--- config.mk ---
export PLATFORM = sky130hd
export DESIGN_NAME = cva6_axi_txn_limiter_flat
export DESIGN_NICKNAME = d
export VERILOG_FILES = /design/src/rtl/cva6_axi_txn_limiter_if.sv /design/src/rtl/cva6_axi_txn_limiter.sv /design/src/flat_wrapper.sv
export SDC_FILE = /design/constraint.sdc
export NUM_CORES = 1
export LEC_CHECK = 0
export BUFFER_PORTS_ARGS = -buffer_cell sky130_fd_sc_hd__buf_4
export CORE_AREA = 2 2 296 298
export CTS_BUF_LIST = sky130_fd_sc_hd__clkbuf_4
export DETAILED_ROUTE_END_ITERATION = 6
export DIE_AREA = 0 0 298 300
export GPL_TIMING_DRIVEN = 1
export PLACE_DENSITY = 0.33
export SLEW_MARGIN = 30
export SYNTH_ARGS = -nofsm -noshare
export SYNTH_HDL_FRONTEND = slang
export SYNTH_SLANG_ARGS = --single-unit
export TNS_END_PERCENT = 100
--- constraint.sdc ---
create_clock -name clk_i -period 6.3 [get_ports clk_i]
set_input_delay 0.315 -clock clk_i [delete_from_list [all_inputs] [get_ports clk_i]]
set_output_delay 0.315 -clock clk_i [all_outputs]
set_load 0.01 [all_outputs]
--- src/rtl/cva6_axi_txn_limiter_if.sv ---
// AXI_BUS: AXI4+ATOP bus bundle with master/slave views
interface AXI_BUS #(
  parameter int unsigned AXI_ADDR_WIDTH = 64,
  parameter int unsigned AXI_DATA_WIDTH = 64,
  parameter int unsigned AXI_ID_WIDTH   = 5,
  parameter int unsigned AXI_USER_WIDTH = 1
);
  logic [AXI_ID_WIDTH-1:0]     aw_id;
  logic [AXI_ADDR_WIDTH-1:0]   aw_addr;
  logic [7:0]                  aw_len;
  logic [2:0]                  aw_size;
  logic [1:0]                  aw_burst;
  logic                        aw_lock;
  logic [3:0]                  aw_cache;
  logic [2:0]                  aw_prot;
  logic [3:0]                  aw_qos;
  logic [3:0]                  aw_region;
  logic [5:0]                  aw_atop;
  logic [AXI_USER_WIDTH-1:0]   aw_user;
  logic                        aw_valid;
  logic                        aw_ready;
  logic [AXI_DATA_WIDTH-1:0]   w_data;
  logic [AXI_DATA_WIDTH/8-1:0] w_strb;
  logic                        w_last;
  logic [AXI_USER_WIDTH-1:0]   w_user;
  logic                        w_valid;
  logic                        w_ready;
  logic [AXI_ID_WIDTH-1:0]     b_id;
  logic [1:0]                  b_resp;
  logic [AXI_USER_WIDTH-1:0]   b_user;
  logic                        b_valid;
  logic                        b_ready;
  logic [AXI_ID_WIDTH-1:0]     ar_id;
  logic [AXI_ADDR_WIDTH-1:0]   ar_addr;
  logic [7:0]                  ar_len;
  logic [2:0]                  ar_size;
  logic [1:0]                  ar_burst;
  logic                        ar_lock;
  logic [3:0]                  ar_cache;
  logic [2:0]                  ar_prot;
  logic [3:0]                  ar_qos;
  logic [3:0]                  ar_region;
  logic [AXI_USER_WIDTH-1:0]   ar_user;
  logic                        ar_valid;
  logic                        ar_ready;
  logic [AXI_ID_WIDTH-1:0]     r_id;
  logic [AXI_DATA_WIDTH-1:0]   r_data;
  logic [1:0]                  r_resp;
  logic                        r_last;
  logic [AXI_USER_WIDTH-1:0]   r_user;
  logic                        r_valid;
  logic                        r_ready;
  modport Master (
    output aw_id, aw_addr, aw_len, aw_size, aw_burst, aw_lock, aw_cache, aw_prot, aw_qos, aw_region, aw_atop, aw_user, aw_valid,
    input  aw_ready,
    output w_data, w_strb, w_last, w_user, w_valid,
    input  w_ready,
    input  b_id, b_resp, b_user, b_valid,
    output b_ready,
    output ar_id, ar_addr, ar_len, ar_size, ar_burst, ar_lock, ar_cache, ar_prot, ar_qos, ar_region, ar_user, ar_valid,
    input  ar_ready,
    input  r_id, r_data, r_resp, r_last, r_user, r_valid,
    output r_ready
  );
  modport Slave (
    input  aw_id, aw_addr, aw_len, aw_size, aw_burst, aw_lock, aw_cache, aw_prot, aw_qos, aw_region, aw_atop, aw_user, aw_valid,
    output aw_ready,
    input  w_data, w_strb, w_last, w_user, w_valid,
    output w_ready,
    output b_id, b_resp, b_user, b_valid,
    input  b_ready,
    input  ar_id, ar_addr, ar_len, ar_size, ar_burst, ar_lock, ar_cache, ar_prot, ar_qos, ar_region, ar_user, ar_valid,
    output ar_ready,
    output r_id, r_data, r_resp, r_last, r_user, r_valid,
    input  r_ready
  );
endinterface

--- src/rtl/cva6_axi_txn_limiter.sv ---
// cva6_axi_txn_limiter: caps outstanding AXI bursts, orders W behind AW, records response errors
module cva6_axi_txn_limiter #(
  parameter int unsigned AXI_ID_WIDTH   = 5,
  parameter int unsigned AXI_ADDR_WIDTH = 64,
  parameter int unsigned AXI_DATA_WIDTH = 64,
  parameter int unsigned AXI_USER_WIDTH = 1,
  parameter int unsigned MAX_RD_TXNS    = 4,
  parameter int unsigned MAX_WR_TXNS    = 4,
  parameter int unsigned CNT_WIDTH      = $clog2((MAX_RD_TXNS > MAX_WR_TXNS ? MAX_RD_TXNS : MAX_WR_TXNS) + 1)
) (
  input  logic                    clk_i,
  input  logic                    rst_i,
  AXI_BUS.Slave                   slv,
  AXI_BUS.Master                  mst,
  output logic [CNT_WIDTH-1:0]    rd_outstanding_o,
  output logic [CNT_WIDTH-1:0]    wr_outstanding_o,
  output logic [15:0]             err_cnt_o,
  output logic                    err_valid_o,
  output logic [AXI_ID_WIDTH-1:0] err_id_o,
  output logic                    err_is_write_o,
  input  logic                    err_clear_i
);
  logic [CNT_WIDTH-1:0] rd_cnt, wr_cnt, w_credit;
  logic rd_ok, wr_ok, w_ok, ar_hs, aw_hs, wl_hs, rl_hs, b_hs, r_err, b_err;
  logic [16:0] err_sum;
  assign mst.aw_id     = slv.aw_id;
  assign mst.aw_addr   = slv.aw_addr;
  assign mst.aw_len    = slv.aw_len;
  assign mst.aw_size   = slv.aw_size;
  assign mst.aw_burst  = slv.aw_burst;
  assign mst.aw_lock   = slv.aw_lock;
  assign mst.aw_cache  = slv.aw_cache;
  assign mst.aw_prot   = slv.aw_prot;
  assign mst.aw_qos    = slv.aw_qos;
  assign mst.aw_region = slv.aw_region;
  assign mst.aw_atop   = slv.aw_atop;
  assign mst.aw_user   = slv.aw_user;
  assign mst.w_data    = slv.w_data;
  assign mst.w_strb    = slv.w_strb;
  assign mst.w_last    = slv.w_last;
  assign mst.w_user    = slv.w_user;
  assign slv.b_id      = mst.b_id;
  assign slv.b_resp    = mst.b_resp;
  assign slv.b_user    = mst.b_user;
  assign slv.b_valid   = mst.b_valid;
  assign mst.b_ready   = slv.b_ready;
  assign mst.ar_id     = slv.ar_id;
  assign mst.ar_addr   = slv.ar_addr;
  assign mst.ar_len    = slv.ar_len;
  assign mst.ar_size   = slv.ar_size;
  assign mst.ar_burst  = slv.ar_burst;
  assign mst.ar_lock   = slv.ar_lock;
  assign mst.ar_cache  = slv.ar_cache;
  assign mst.ar_prot   = slv.ar_prot;
  assign mst.ar_qos    = slv.ar_qos;
  assign mst.ar_region = slv.ar_region;
  assign mst.ar_user   = slv.ar_user;
  assign slv.r_id      = mst.r_id;
  assign slv.r_data    = mst.r_data;
  assign slv.r_resp    = mst.r_resp;
  assign slv.r_last    = mst.r_last;
  assign slv.r_user    = mst.r_user;
  assign slv.r_valid   = mst.r_valid;
  assign mst.r_ready   = slv.r_ready;
  // gates look only at registered counts, so no cross-channel combinational paths
  assign rd_ok = ~rst_i & (rd_cnt < CNT_WIDTH'(MAX_RD_TXNS));
  assign wr_ok = ~rst_i & (wr_cnt < CNT_WIDTH'(MAX_WR_TXNS));
  assign w_ok  = ~rst_i & (w_credit != '0);
  assign mst.ar_valid = slv.ar_valid & rd_ok;
  assign slv.ar_ready = mst.ar_ready & rd_ok;
  assign mst.aw_valid = slv.aw_valid & wr_ok;
  assign slv.aw_ready = mst.aw_ready & wr_ok;
  assign mst.w_valid  = slv.w_valid & w_ok;
  assign slv.w_ready  = mst.w_ready & w_ok;
  assign ar_hs = mst.ar_valid & mst.ar_ready;
  assign aw_hs = mst.aw_valid & mst.aw_ready;
  assign wl_hs = mst.w_valid & mst.w_ready & slv.w_last;
  assign rl_hs = mst.r_valid & slv.r_ready & mst.r_last;
  assign b_hs  = mst.b_valid & slv.b_ready;
  assign r_err = mst.r_valid & slv.r_ready & mst.r_resp[1];
  assign b_err = b_hs & mst.b_resp[1];
  assign err_sum = {1'b0, err_clear_i ? 16'h0 : err_cnt_o} + 17'(r_err) + 17'(b_err);
  assign rd_outstanding_o = rd_cnt;
  assign wr_outstanding_o = wr_cnt;
  function automatic logic [CNT_WIDTH-1:0] upd(input logic [CNT_WIDTH-1:0] c, input logic inc, input logic dec);
    return (inc & ~dec) ? c + CNT_WIDTH'(1) : (dec & ~inc & (c != '0)) ? c - CNT_WIDTH'(1) : c;
  endfunction
  always_ff @(posedge clk_i) begin
    if (rst_i) begin
      rd_cnt         <= '0;
      wr_cnt         <= '0;
      w_credit       <= '0;
      err_cnt_o      <= '0;
      err_valid_o    <= 1'b0;
      err_id_o       <= '0;
      err_is_write_o <= 1'b0;
    end else begin
      rd_cnt    <= upd(rd_cnt, ar_hs, rl_hs);
      wr_cnt    <= upd(wr_cnt, aw_hs, b_hs);
      w_credit  <= upd(w_credit, aw_hs, wl_hs);
      err_cnt_o <= err_sum[16] ? 16'hFFFF : err_sum[15:0];
      if (err_clear_i | ~err_valid_o) begin
        err_valid_o    <= r_err | b_err;
        err_id_o       <= b_err ? mst.b_id : r_err ? mst.r_id : '0;
        err_is_write_o <= b_err;
      end
    end
  end
`ifndef SYNTHESIS
  always_ff @(posedge clk_i) begin
    if (!rst_i) begin
      assert (!(rl_hs && !ar_hs && rd_cnt == '0)) else $error("read response underflow");
      assert (!(b_hs && !aw_hs && wr_cnt == '0)) else $error("write response underflow");
    end
  end
`endif
endmodule

--- src/flat_wrapper.sv ---
// flat-port wrapper written by rule: the top's interface ports become plain ports
module cva6_axi_txn_limiter_flat 
#(
  parameter int unsigned AXI_ID_WIDTH   = 5,
  parameter int unsigned AXI_ADDR_WIDTH = 64,
  parameter int unsigned AXI_DATA_WIDTH = 64,
  parameter int unsigned AXI_USER_WIDTH = 1,
  parameter int unsigned MAX_RD_TXNS    = 4,
  parameter int unsigned MAX_WR_TXNS    = 4,
  parameter int unsigned CNT_WIDTH      = $clog2((MAX_RD_TXNS > MAX_WR_TXNS ? MAX_RD_TXNS : MAX_WR_TXNS) + 1)
)
  (clk_i, rst_i, rd_outstanding_o, wr_outstanding_o, err_cnt_o, err_valid_o, err_id_o, err_is_write_o, err_clear_i, slv_aw_id, slv_aw_addr, slv_aw_len, slv_aw_size, slv_aw_burst, slv_aw_lock, slv_aw_cache, slv_aw_prot, slv_aw_qos, slv_aw_region, slv_aw_atop, slv_aw_user, slv_aw_valid, slv_aw_ready, slv_w_data, slv_w_strb, slv_w_last, slv_w_user, slv_w_valid, slv_w_ready, slv_b_id, slv_b_resp, slv_b_user, slv_b_valid, slv_b_ready, slv_ar_id, slv_ar_addr, slv_ar_len, slv_ar_size, slv_ar_burst, slv_ar_lock, slv_ar_cache, slv_ar_prot, slv_ar_qos, slv_ar_region, slv_ar_user, slv_ar_valid, slv_ar_ready, slv_r_id, slv_r_data, slv_r_resp, slv_r_last, slv_r_user, slv_r_valid, slv_r_ready, mst_aw_id, mst_aw_addr, mst_aw_len, mst_aw_size, mst_aw_burst, mst_aw_lock, mst_aw_cache, mst_aw_prot, mst_aw_qos, mst_aw_region, mst_aw_atop, mst_aw_user, mst_aw_valid, mst_aw_ready, mst_w_data, mst_w_strb, mst_w_last, mst_w_user, mst_w_valid, mst_w_ready, mst_b_id, mst_b_resp, mst_b_user, mst_b_valid, mst_b_ready, mst_ar_id, mst_ar_addr, mst_ar_len, mst_ar_size, mst_ar_burst, mst_ar_lock, mst_ar_cache, mst_ar_prot, mst_ar_qos, mst_ar_region, mst_ar_user, mst_ar_valid, mst_ar_ready, mst_r_id, mst_r_data, mst_r_resp, mst_r_last, mst_r_user, mst_r_valid, mst_r_ready);
  AXI_BUS #(.AXI_ADDR_WIDTH(AXI_ADDR_WIDTH), .AXI_DATA_WIDTH(AXI_DATA_WIDTH), .AXI_ID_WIDTH(AXI_ID_WIDTH), .AXI_USER_WIDTH(AXI_USER_WIDTH)) slv_i ();
  AXI_BUS #(.AXI_ADDR_WIDTH(AXI_ADDR_WIDTH), .AXI_DATA_WIDTH(AXI_DATA_WIDTH), .AXI_ID_WIDTH(AXI_ID_WIDTH), .AXI_USER_WIDTH(AXI_USER_WIDTH)) mst_i ();
  input  logic clk_i;
  input  logic rst_i;
  output logic [CNT_WIDTH-1:0] rd_outstanding_o;
  output logic [CNT_WIDTH-1:0] wr_outstanding_o;
  output logic [15:0] err_cnt_o;
  output logic err_valid_o;
  output logic [AXI_ID_WIDTH-1:0] err_id_o;
  output logic err_is_write_o;
  input  logic err_clear_i;
  input wire logic [$bits(slv_i.aw_id)-1:0] slv_aw_id;
  input wire logic [$bits(slv_i.aw_addr)-1:0] slv_aw_addr;
  input wire logic [$bits(slv_i.aw_len)-1:0] slv_aw_len;
  input wire logic [$bits(slv_i.aw_size)-1:0] slv_aw_size;
  input wire logic [$bits(slv_i.aw_burst)-1:0] slv_aw_burst;
  input wire logic [$bits(slv_i.aw_lock)-1:0] slv_aw_lock;
  input wire logic [$bits(slv_i.aw_cache)-1:0] slv_aw_cache;
  input wire logic [$bits(slv_i.aw_prot)-1:0] slv_aw_prot;
  input wire logic [$bits(slv_i.aw_qos)-1:0] slv_aw_qos;
  input wire logic [$bits(slv_i.aw_region)-1:0] slv_aw_region;
  input wire logic [$bits(slv_i.aw_atop)-1:0] slv_aw_atop;
  input wire logic [$bits(slv_i.aw_user)-1:0] slv_aw_user;
  input wire logic [$bits(slv_i.aw_valid)-1:0] slv_aw_valid;
  output wire logic [$bits(slv_i.aw_ready)-1:0] slv_aw_ready;
  input wire logic [$bits(slv_i.w_data)-1:0] slv_w_data;
  input wire logic [$bits(slv_i.w_strb)-1:0] slv_w_strb;
  input wire logic [$bits(slv_i.w_last)-1:0] slv_w_last;
  input wire logic [$bits(slv_i.w_user)-1:0] slv_w_user;
  input wire logic [$bits(slv_i.w_valid)-1:0] slv_w_valid;
  output wire logic [$bits(slv_i.w_ready)-1:0] slv_w_ready;
  output wire logic [$bits(slv_i.b_id)-1:0] slv_b_id;
  output wire logic [$bits(slv_i.b_resp)-1:0] slv_b_resp;
  output wire logic [$bits(slv_i.b_user)-1:0] slv_b_user;
  output wire logic [$bits(slv_i.b_valid)-1:0] slv_b_valid;
  input wire logic [$bits(slv_i.b_ready)-1:0] slv_b_ready;
  input wire logic [$bits(slv_i.ar_id)-1:0] slv_ar_id;
  input wire logic [$bits(slv_i.ar_addr)-1:0] slv_ar_addr;
  input wire logic [$bits(slv_i.ar_len)-1:0] slv_ar_len;
  input wire logic [$bits(slv_i.ar_size)-1:0] slv_ar_size;
  input wire logic [$bits(slv_i.ar_burst)-1:0] slv_ar_burst;
  input wire logic [$bits(slv_i.ar_lock)-1:0] slv_ar_lock;
  input wire logic [$bits(slv_i.ar_cache)-1:0] slv_ar_cache;
  input wire logic [$bits(slv_i.ar_prot)-1:0] slv_ar_prot;
  input wire logic [$bits(slv_i.ar_qos)-1:0] slv_ar_qos;
  input wire logic [$bits(slv_i.ar_region)-1:0] slv_ar_region;
  input wire logic [$bits(slv_i.ar_user)-1:0] slv_ar_user;
  input wire logic [$bits(slv_i.ar_valid)-1:0] slv_ar_valid;
  output wire logic [$bits(slv_i.ar_ready)-1:0] slv_ar_ready;
  output wire logic [$bits(slv_i.r_id)-1:0] slv_r_id;
  output wire logic [$bits(slv_i.r_data)-1:0] slv_r_data;
  output wire logic [$bits(slv_i.r_resp)-1:0] slv_r_resp;
  output wire logic [$bits(slv_i.r_last)-1:0] slv_r_last;
  output wire logic [$bits(slv_i.r_user)-1:0] slv_r_user;
  output wire logic [$bits(slv_i.r_valid)-1:0] slv_r_valid;
  input wire logic [$bits(slv_i.r_ready)-1:0] slv_r_ready;
  output wire logic [$bits(mst_i.aw_id)-1:0] mst_aw_id;
  output wire logic [$bits(mst_i.aw_addr)-1:0] mst_aw_addr;
  output wire logic [$bits(mst_i.aw_len)-1:0] mst_aw_len;
  output wire logic [$bits(mst_i.aw_size)-1:0] mst_aw_size;
  output wire logic [$bits(mst_i.aw_burst)-1:0] mst_aw_burst;
  output wire logic [$bits(mst_i.aw_lock)-1:0] mst_aw_lock;
  output wire logic [$bits(mst_i.aw_cache)-1:0] mst_aw_cache;
  output wire logic [$bits(mst_i.aw_prot)-1:0] mst_aw_prot;
  output wire logic [$bits(mst_i.aw_qos)-1:0] mst_aw_qos;
  output wire logic [$bits(mst_i.aw_region)-1:0] mst_aw_region;
  output wire logic [$bits(mst_i.aw_atop)-1:0] mst_aw_atop;
  output wire logic [$bits(mst_i.aw_user)-1:0] mst_aw_user;
  output wire logic [$bits(mst_i.aw_valid)-1:0] mst_aw_valid;
  input wire logic [$bits(mst_i.aw_ready)-1:0] mst_aw_ready;
  output wire logic [$bits(mst_i.w_data)-1:0] mst_w_data;
  output wire logic [$bits(mst_i.w_strb)-1:0] mst_w_strb;
  output wire logic [$bits(mst_i.w_last)-1:0] mst_w_last;
  output wire logic [$bits(mst_i.w_user)-1:0] mst_w_user;
  output wire logic [$bits(mst_i.w_valid)-1:0] mst_w_valid;
  input wire logic [$bits(mst_i.w_ready)-1:0] mst_w_ready;
  input wire logic [$bits(mst_i.b_id)-1:0] mst_b_id;
  input wire logic [$bits(mst_i.b_resp)-1:0] mst_b_resp;
  input wire logic [$bits(mst_i.b_user)-1:0] mst_b_user;
  input wire logic [$bits(mst_i.b_valid)-1:0] mst_b_valid;
  output wire logic [$bits(mst_i.b_ready)-1:0] mst_b_ready;
  output wire logic [$bits(mst_i.ar_id)-1:0] mst_ar_id;
  output wire logic [$bits(mst_i.ar_addr)-1:0] mst_ar_addr;
  output wire logic [$bits(mst_i.ar_len)-1:0] mst_ar_len;
  output wire logic [$bits(mst_i.ar_size)-1:0] mst_ar_size;
  output wire logic [$bits(mst_i.ar_burst)-1:0] mst_ar_burst;
  output wire logic [$bits(mst_i.ar_lock)-1:0] mst_ar_lock;
  output wire logic [$bits(mst_i.ar_cache)-1:0] mst_ar_cache;
  output wire logic [$bits(mst_i.ar_prot)-1:0] mst_ar_prot;
  output wire logic [$bits(mst_i.ar_qos)-1:0] mst_ar_qos;
  output wire logic [$bits(mst_i.ar_region)-1:0] mst_ar_region;
  output wire logic [$bits(mst_i.ar_user)-1:0] mst_ar_user;
  output wire logic [$bits(mst_i.ar_valid)-1:0] mst_ar_valid;
  input wire logic [$bits(mst_i.ar_ready)-1:0] mst_ar_ready;
  input wire logic [$bits(mst_i.r_id)-1:0] mst_r_id;
  input wire logic [$bits(mst_i.r_data)-1:0] mst_r_data;
  input wire logic [$bits(mst_i.r_resp)-1:0] mst_r_resp;
  input wire logic [$bits(mst_i.r_last)-1:0] mst_r_last;
  input wire logic [$bits(mst_i.r_user)-1:0] mst_r_user;
  input wire logic [$bits(mst_i.r_valid)-1:0] mst_r_valid;
  output wire logic [$bits(mst_i.r_ready)-1:0] mst_r_ready;
  assign slv_i.aw_id = slv_aw_id;
  assign slv_i.aw_addr = slv_aw_addr;
  assign slv_i.aw_len = slv_aw_len;
  assign slv_i.aw_size = slv_aw_size;
  assign slv_i.aw_burst = slv_aw_burst;
  assign slv_i.aw_lock = slv_aw_lock;
  assign slv_i.aw_cache = slv_aw_cache;
  assign slv_i.aw_prot = slv_aw_prot;
  assign slv_i.aw_qos = slv_aw_qos;
  assign slv_i.aw_region = slv_aw_region;
  assign slv_i.aw_atop = slv_aw_atop;
  assign slv_i.aw_user = slv_aw_user;
  assign slv_i.aw_valid = slv_aw_valid;
  assign slv_aw_ready = slv_i.aw_ready;
  assign slv_i.w_data = slv_w_data;
  assign slv_i.w_strb = slv_w_strb;
  assign slv_i.w_last = slv_w_last;
  assign slv_i.w_user = slv_w_user;
  assign slv_i.w_valid = slv_w_valid;
  assign slv_w_ready = slv_i.w_ready;
  assign slv_b_id = slv_i.b_id;
  assign slv_b_resp = slv_i.b_resp;
  assign slv_b_user = slv_i.b_user;
  assign slv_b_valid = slv_i.b_valid;
  assign slv_i.b_ready = slv_b_ready;
  assign slv_i.ar_id = slv_ar_id;
  assign slv_i.ar_addr = slv_ar_addr;
  assign slv_i.ar_len = slv_ar_len;
  assign slv_i.ar_size = slv_ar_size;
  assign slv_i.ar_burst = slv_ar_burst;
  assign slv_i.ar_lock = slv_ar_lock;
  assign slv_i.ar_cache = slv_ar_cache;
  assign slv_i.ar_prot = slv_ar_prot;
  assign slv_i.ar_qos = slv_ar_qos;
  assign slv_i.ar_region = slv_ar_region;
  assign slv_i.ar_user = slv_ar_user;
  assign slv_i.ar_valid = slv_ar_valid;
  assign slv_ar_ready = slv_i.ar_ready;
  assign slv_r_id = slv_i.r_id;
  assign slv_r_data = slv_i.r_data;
  assign slv_r_resp = slv_i.r_resp;
  assign slv_r_last = slv_i.r_last;
  assign slv_r_user = slv_i.r_user;
  assign slv_r_valid = slv_i.r_valid;
  assign slv_i.r_ready = slv_r_ready;
  assign mst_aw_id = mst_i.aw_id;
  assign mst_aw_addr = mst_i.aw_addr;
  assign mst_aw_len = mst_i.aw_len;
  assign mst_aw_size = mst_i.aw_size;
  assign mst_aw_burst = mst_i.aw_burst;
  assign mst_aw_lock = mst_i.aw_lock;
  assign mst_aw_cache = mst_i.aw_cache;
  assign mst_aw_prot = mst_i.aw_prot;
  assign mst_aw_qos = mst_i.aw_qos;
  assign mst_aw_region = mst_i.aw_region;
  assign mst_aw_atop = mst_i.aw_atop;
  assign mst_aw_user = mst_i.aw_user;
  assign mst_aw_valid = mst_i.aw_valid;
  assign mst_i.aw_ready = mst_aw_ready;
  assign mst_w_data = mst_i.w_data;
  assign mst_w_strb = mst_i.w_strb;
  assign mst_w_last = mst_i.w_last;
  assign mst_w_user = mst_i.w_user;
  assign mst_w_valid = mst_i.w_valid;
  assign mst_i.w_ready = mst_w_ready;
  assign mst_i.b_id = mst_b_id;
  assign mst_i.b_resp = mst_b_resp;
  assign mst_i.b_user = mst_b_user;
  assign mst_i.b_valid = mst_b_valid;
  assign mst_b_ready = mst_i.b_ready;
  assign mst_ar_id = mst_i.ar_id;
  assign mst_ar_addr = mst_i.ar_addr;
  assign mst_ar_len = mst_i.ar_len;
  assign mst_ar_size = mst_i.ar_size;
  assign mst_ar_burst = mst_i.ar_burst;
  assign mst_ar_lock = mst_i.ar_lock;
  assign mst_ar_cache = mst_i.ar_cache;
  assign mst_ar_prot = mst_i.ar_prot;
  assign mst_ar_qos = mst_i.ar_qos;
  assign mst_ar_region = mst_i.ar_region;
  assign mst_ar_user = mst_i.ar_user;
  assign mst_ar_valid = mst_i.ar_valid;
  assign mst_i.ar_ready = mst_ar_ready;
  assign mst_i.r_id = mst_r_id;
  assign mst_i.r_data = mst_r_data;
  assign mst_i.r_resp = mst_r_resp;
  assign mst_i.r_last = mst_r_last;
  assign mst_i.r_user = mst_r_user;
  assign mst_i.r_valid = mst_r_valid;
  assign mst_r_ready = mst_i.r_ready;
  cva6_axi_txn_limiter #(.AXI_ID_WIDTH(AXI_ID_WIDTH), .AXI_ADDR_WIDTH(AXI_ADDR_WIDTH), .AXI_DATA_WIDTH(AXI_DATA_WIDTH), .AXI_USER_WIDTH(AXI_USER_WIDTH), .MAX_RD_TXNS(MAX_RD_TXNS), .MAX_WR_TXNS(MAX_WR_TXNS), .CNT_WIDTH(CNT_WIDTH)) u_core (.clk_i(clk_i), .rst_i(rst_i), .slv(slv_i), .mst(mst_i), .rd_outstanding_o(rd_outstanding_o), .wr_outstanding_o(wr_outstanding_o), .err_cnt_o(err_cnt_o), .err_valid_o(err_valid_o), .err_id_o(err_id_o), .err_is_write_o(err_is_write_o), .err_clear_i(err_clear_i));
endmodule
==> summary.md <==
| Metric | Value |
|---|---|
| Initial Utilization | `0.05228` |
| Internal Pwr Total | `approximately 340 uW` |
| Power share of the clock group | `0.388` |
| Number of maximum-capacitance constraint violations | `0` |
| Tot GR Track Use | `0.04147` |
| Vias/cell | `between 1.5 and 2` |
| Vias in the first global route | `2722` |
| Count of H-tree levels built during CTS | `2` |
| Class of the most critical hold timing path | `in -> reg` |
| Library cell occupying the most area in the post-synthesis netlist | `sky130_fd_sc_hd__buf_4` |
| Beginning of the critical path | `u_core.err_cnt_o[0]$_SDFF_PP0_` |
| Capturing element type of the critical path | `flop` |
| Reg2Reg Launch Point | `u_core.err_cnt_o[0]$_SDFF_PP0_` |
| Drc violations | `0` |
| CP startpoint kind | `flop` |
| Clock transition at the registers of the reported paths | `0.16 ns` |
| Reported leakage power | `0.001047 uW` |
| Outcome | `complete, no violations` |
| Share of post-route cells with drive strength above 1 | `0.3133` |
| Worst-Margin Slew | `roughly 0.82 ns` |
| FF+latch count, synth | `32` |
| Commonest non-fill, non-tap cells in the layout | `83 x sky130_fd_sc_hd__buf_4, 32 x sky130_fd_sc_hd__dfxtp_1, 22 x sky130_fd_sc_hd__nor2_1` |
| Register-to-Register Setup Slack | `roughly 3.9 ns` |
| Final hold viol count | `0` |
| Cell count after synthesis | `just under 600` |
| Floorplan die area | `roughly 0.089 sq mm` |
| Area of the core region | `~0.086 sq mm` |
| Pin count of the biggest net entering global routing | `23` |
| Placer's final routability congestion estimate | `0.6358` |
| Buffers inserted during post-CTS setup optimization | `0` |
| Kind of critical path | `reg -> reg` |
| Fmax achieved | `slightly above 400 MHz` |
| Wire length of the first global-routing pass | `approximately 24000 microns` |
| Share of Yosys cell area claimed by the top area cell type | `0.6047` |
| IR drop worst, VDD | `about 0.000069 V` |
| Total number of clock tree sinks | `32` |
| TritonCTS Buffers | `5` |
| Violation count after the first detailed-route iteration | `90` |
| Async S/R FF share, synth | `0` |
| Combinational group share of total power | `0.193` |
| Clock skew after layout | `~0.033 ns` |
| Final routed wirelength across all metal layers | `about 19000 microns` |
| TritonRoute pass-1 iters | `4` |
| Beginning of the worst hold path | `rst_i` |
| Critical Path AT | `between 2 and 3 ns` |
| HPWL Detailed | `15860 microns` |
| Insertion delay to the later sink of the worst-skew pair | `roughly 0.48 ns` |
| Cell Area, Synth | `~0.0045 sq mm` |
| Area growth, synth to finish | `-12.88%` |
| Slew HR | `0.4559` |
| Count of yosys warnings during synthesis | `0` |
| Proportion of total power due to net switching | `0.3482` |
| Die Width | `slightly below 300 microns` |
| Total setup violations reported at the end of the flow | `0` |
| Post-Syn Area per Cell | `between 7 and 8 sq um` |
| Total power density per cell area | `132.2 mW/mm^2` |
| Post-route setup TNS | `0 ns` |
| Routed length per placed instance | `~13 microns` |
| Root buffer cell | `sky130_fd_sc_hd__clkbuf_4` |
| # port buffers | `79` |
| EDFF count, synth | `0` |
| Part of the Yosys area used for sequential elements | `0.1421` |
| Count of cell types in the netlist | `40` |
| Top area cells in the synthesized netlist | `sky130_fd_sc_hd__buf_4 60%, sky130_fd_sc_hd__dfxtp_1 14%, sky130_fd_sc_hd__o21ai_0 1.9%, sky130_fd_sc_hd__nor2_1 1.8%, sky130_fd_sc_hd__fa_1 1.8%` |
| Number of primary I/O pins | `770` |
| Psw | `180.8 uW` |
| Row count | `around 110` |
| Shortest period the worst path allows | `2.442 ns` |
| Final net count | `between 600 and 700` |
| RSZ-0062 raised after global routing | `false` |
| Number of slew-limit violations in the final report | `0` |
| Largest fanout on the critical path | `10` |
| Synthesized net count | `954` |
| Worst EP required | `around 6.7 ns` |
| Antenna violations before repair | `3` |
| Residual antenna-violating net count after detailed routing | `0` |
| Sum of overflow across all layers after global routing | `0` |
| Period utilization | `0.3877` |
| Worst-case clock buffer depth | `2` |
| Prevailing post-synth register cell | `sky130_fd_sc_hd__dfxtp_1` |
| Most common library cell in the layout ignoring fill and taps | `sky130_fd_sc_hd__buf_4` |
| Final worst hold slack | `just over 0.1 ns` |
| Layout Utilization | `0.04554` |
| Vias post-DR | `roughly 2600` |
| Height of the die | `300 microns` |
| Share of power burned in registers | `0.419` |
| TritonCTS clock tree | `yes` |
==> path summary, 6_finish.rpt <==
path	to	cells after the start
worst min-delay path	u_core.wr_outstanding_o[1]$_SDFFE_PP0P_	2
worst max register to register	u_core.err_cnt_o[10]$_SDFF_PP0_	7
worst min register to register	u_core.err_is_write_o$_SDFFE_PP0P_	2
worst max-delay path	u_core.err_cnt_o[10]$_SDFF_PP0_	7
==> what timing repair did <==
| action | CTS | global route |
|---|---|---|
| endpoints found under the hold margin | 1 | 0 |
| setup endpoints to repair | 0 | 0 |
| hold buffers | 2 | 0 |
| resized for setup | 0 | 0 |
==> cells in the mapped netlist (4+ instances only) <==
cell / instances
sky130_fd_sc_hd__o211ai_1: 5
sky130_fd_sc_hd__o21ai_0: 17
sky130_fd_sc_hd__nand3_1: 8
sky130_fd_sc_hd__a221oi_1: 7
sky130_fd_sc_hd__nor2_1: 22
sky130_fd_sc_hd__fa_1: 4
sky130_fd_sc_hd__nor3b_1: 5
sky130_fd_sc_hd__nor2b_1: 7
sky130_fd_sc_hd__buf_4: 363
sky130_fd_sc_hd__dfxtp_1: 32
sky130_fd_sc_hd__and3_1: 8
sky130_fd_sc_hd__nand4_1: 5
sky130_fd_sc_hd__nand2_1: 21
sky130_fd_sc_hd__inv_1: 5
sky130_fd_sc_hd__xnor2_1: 7
sky130_fd_sc_hd__a31oi_1: 7
sky130_fd_sc_hd__nor3_1: 9
sky130_fd_sc_hd__a21oi_1: 7
sky130_fd_sc_hd__buf_2: 4
==> layout make-up <==
cell class	count	area, sq um
tap	1155	1445
multi-input combinational	170	1091
sequential	32	640.6
antenna	3	7.507
clock inverter	3	42.54
fill	10339	82290
clock buffer	5	37.54
timing repair buffer	85	643.1
inverter	5	18.77
==> critical path, cell delays in order, from the launching register on <==
cell,delay (ns)
sky130_fd_sc_hd__dfxtp_1,0.46
sky130_fd_sc_hd__nor2b_1,0.24
sky130_fd_sc_hd__fa_1,0.27
sky130_fd_sc_hd__ha_1,0.23
sky130_fd_sc_hd__and3_1,0.27
sky130_fd_sc_hd__and4_1,0.44
sky130_fd_sc_hd__nor4bb_1,0.35
sky130_fd_sc_hd__nor3_1,0.08
==> per-stage QoR <==
step	worst slack, ns	std cells	total power, uW	instance area [sq um]
CTS	3.799	1455	554.4	3919
global route	3.614	1456	562.9	3921
floorplan	4.091	577	496.8	4507
detailed placement	3.539	1445	324.7	3819
finish	3.858	1458	519.0	3926
global placement	3.536	1445	323.8	3819
==> sequential cells by signal (all words and copies together), names as in the netlist <==
| name | count |
|---|---|
| u_core.wr_outstanding_o | 3 |
| u_core.err_id_o | 5 |
| u_core.rd_outstanding_o | 3 |
| u_core.err_valid_o | 1 |
| u_core.w_credit | 3 |
| u_core.err_is_write_o | 1 |
| u_core.err_cnt_o | 16 |
==> power by group through the flow <==
stage               clock [uW]  combinational [uW]  sequential, uW
floorplan                    0                 275             222
global placement             0                 102             222
detailed placement           0                 103             222
CTS                        233                 104             218
global route               232                 111             219
finish                     202                 100             217
==> cells by family after synthesis <==
| family | count (synthesis) | synth area share |
|---|---|---|
| adder cells (fa/ha/maj) | 5 | 0.02054 |
| buffers and inverters | 375 | 0.6158 |
| XOR/XNOR | 10 | 0.02249 |
| multiplexers | 1 | 0.002498 |
| AO/OA/AOI/OAI | 50 | 0.07079 |
| AND/OR/NAND/NOR | 104 | 0.1258 |
| flip-flops | 32 | 0.1421 |
==> metal layers <==
metal	part of all wire	routed length, microns	vias to the layer above	track usage
met5	0	0	-	0
met4	0.085	1648	0	0.03769
met3	0.24	4646	142	0.04740
met2	0.39	7555	413	0.05404
met1	0.28	5508	1079	0.03272
li1	-	-	963	-
Power figures use the tool's default switching activity.
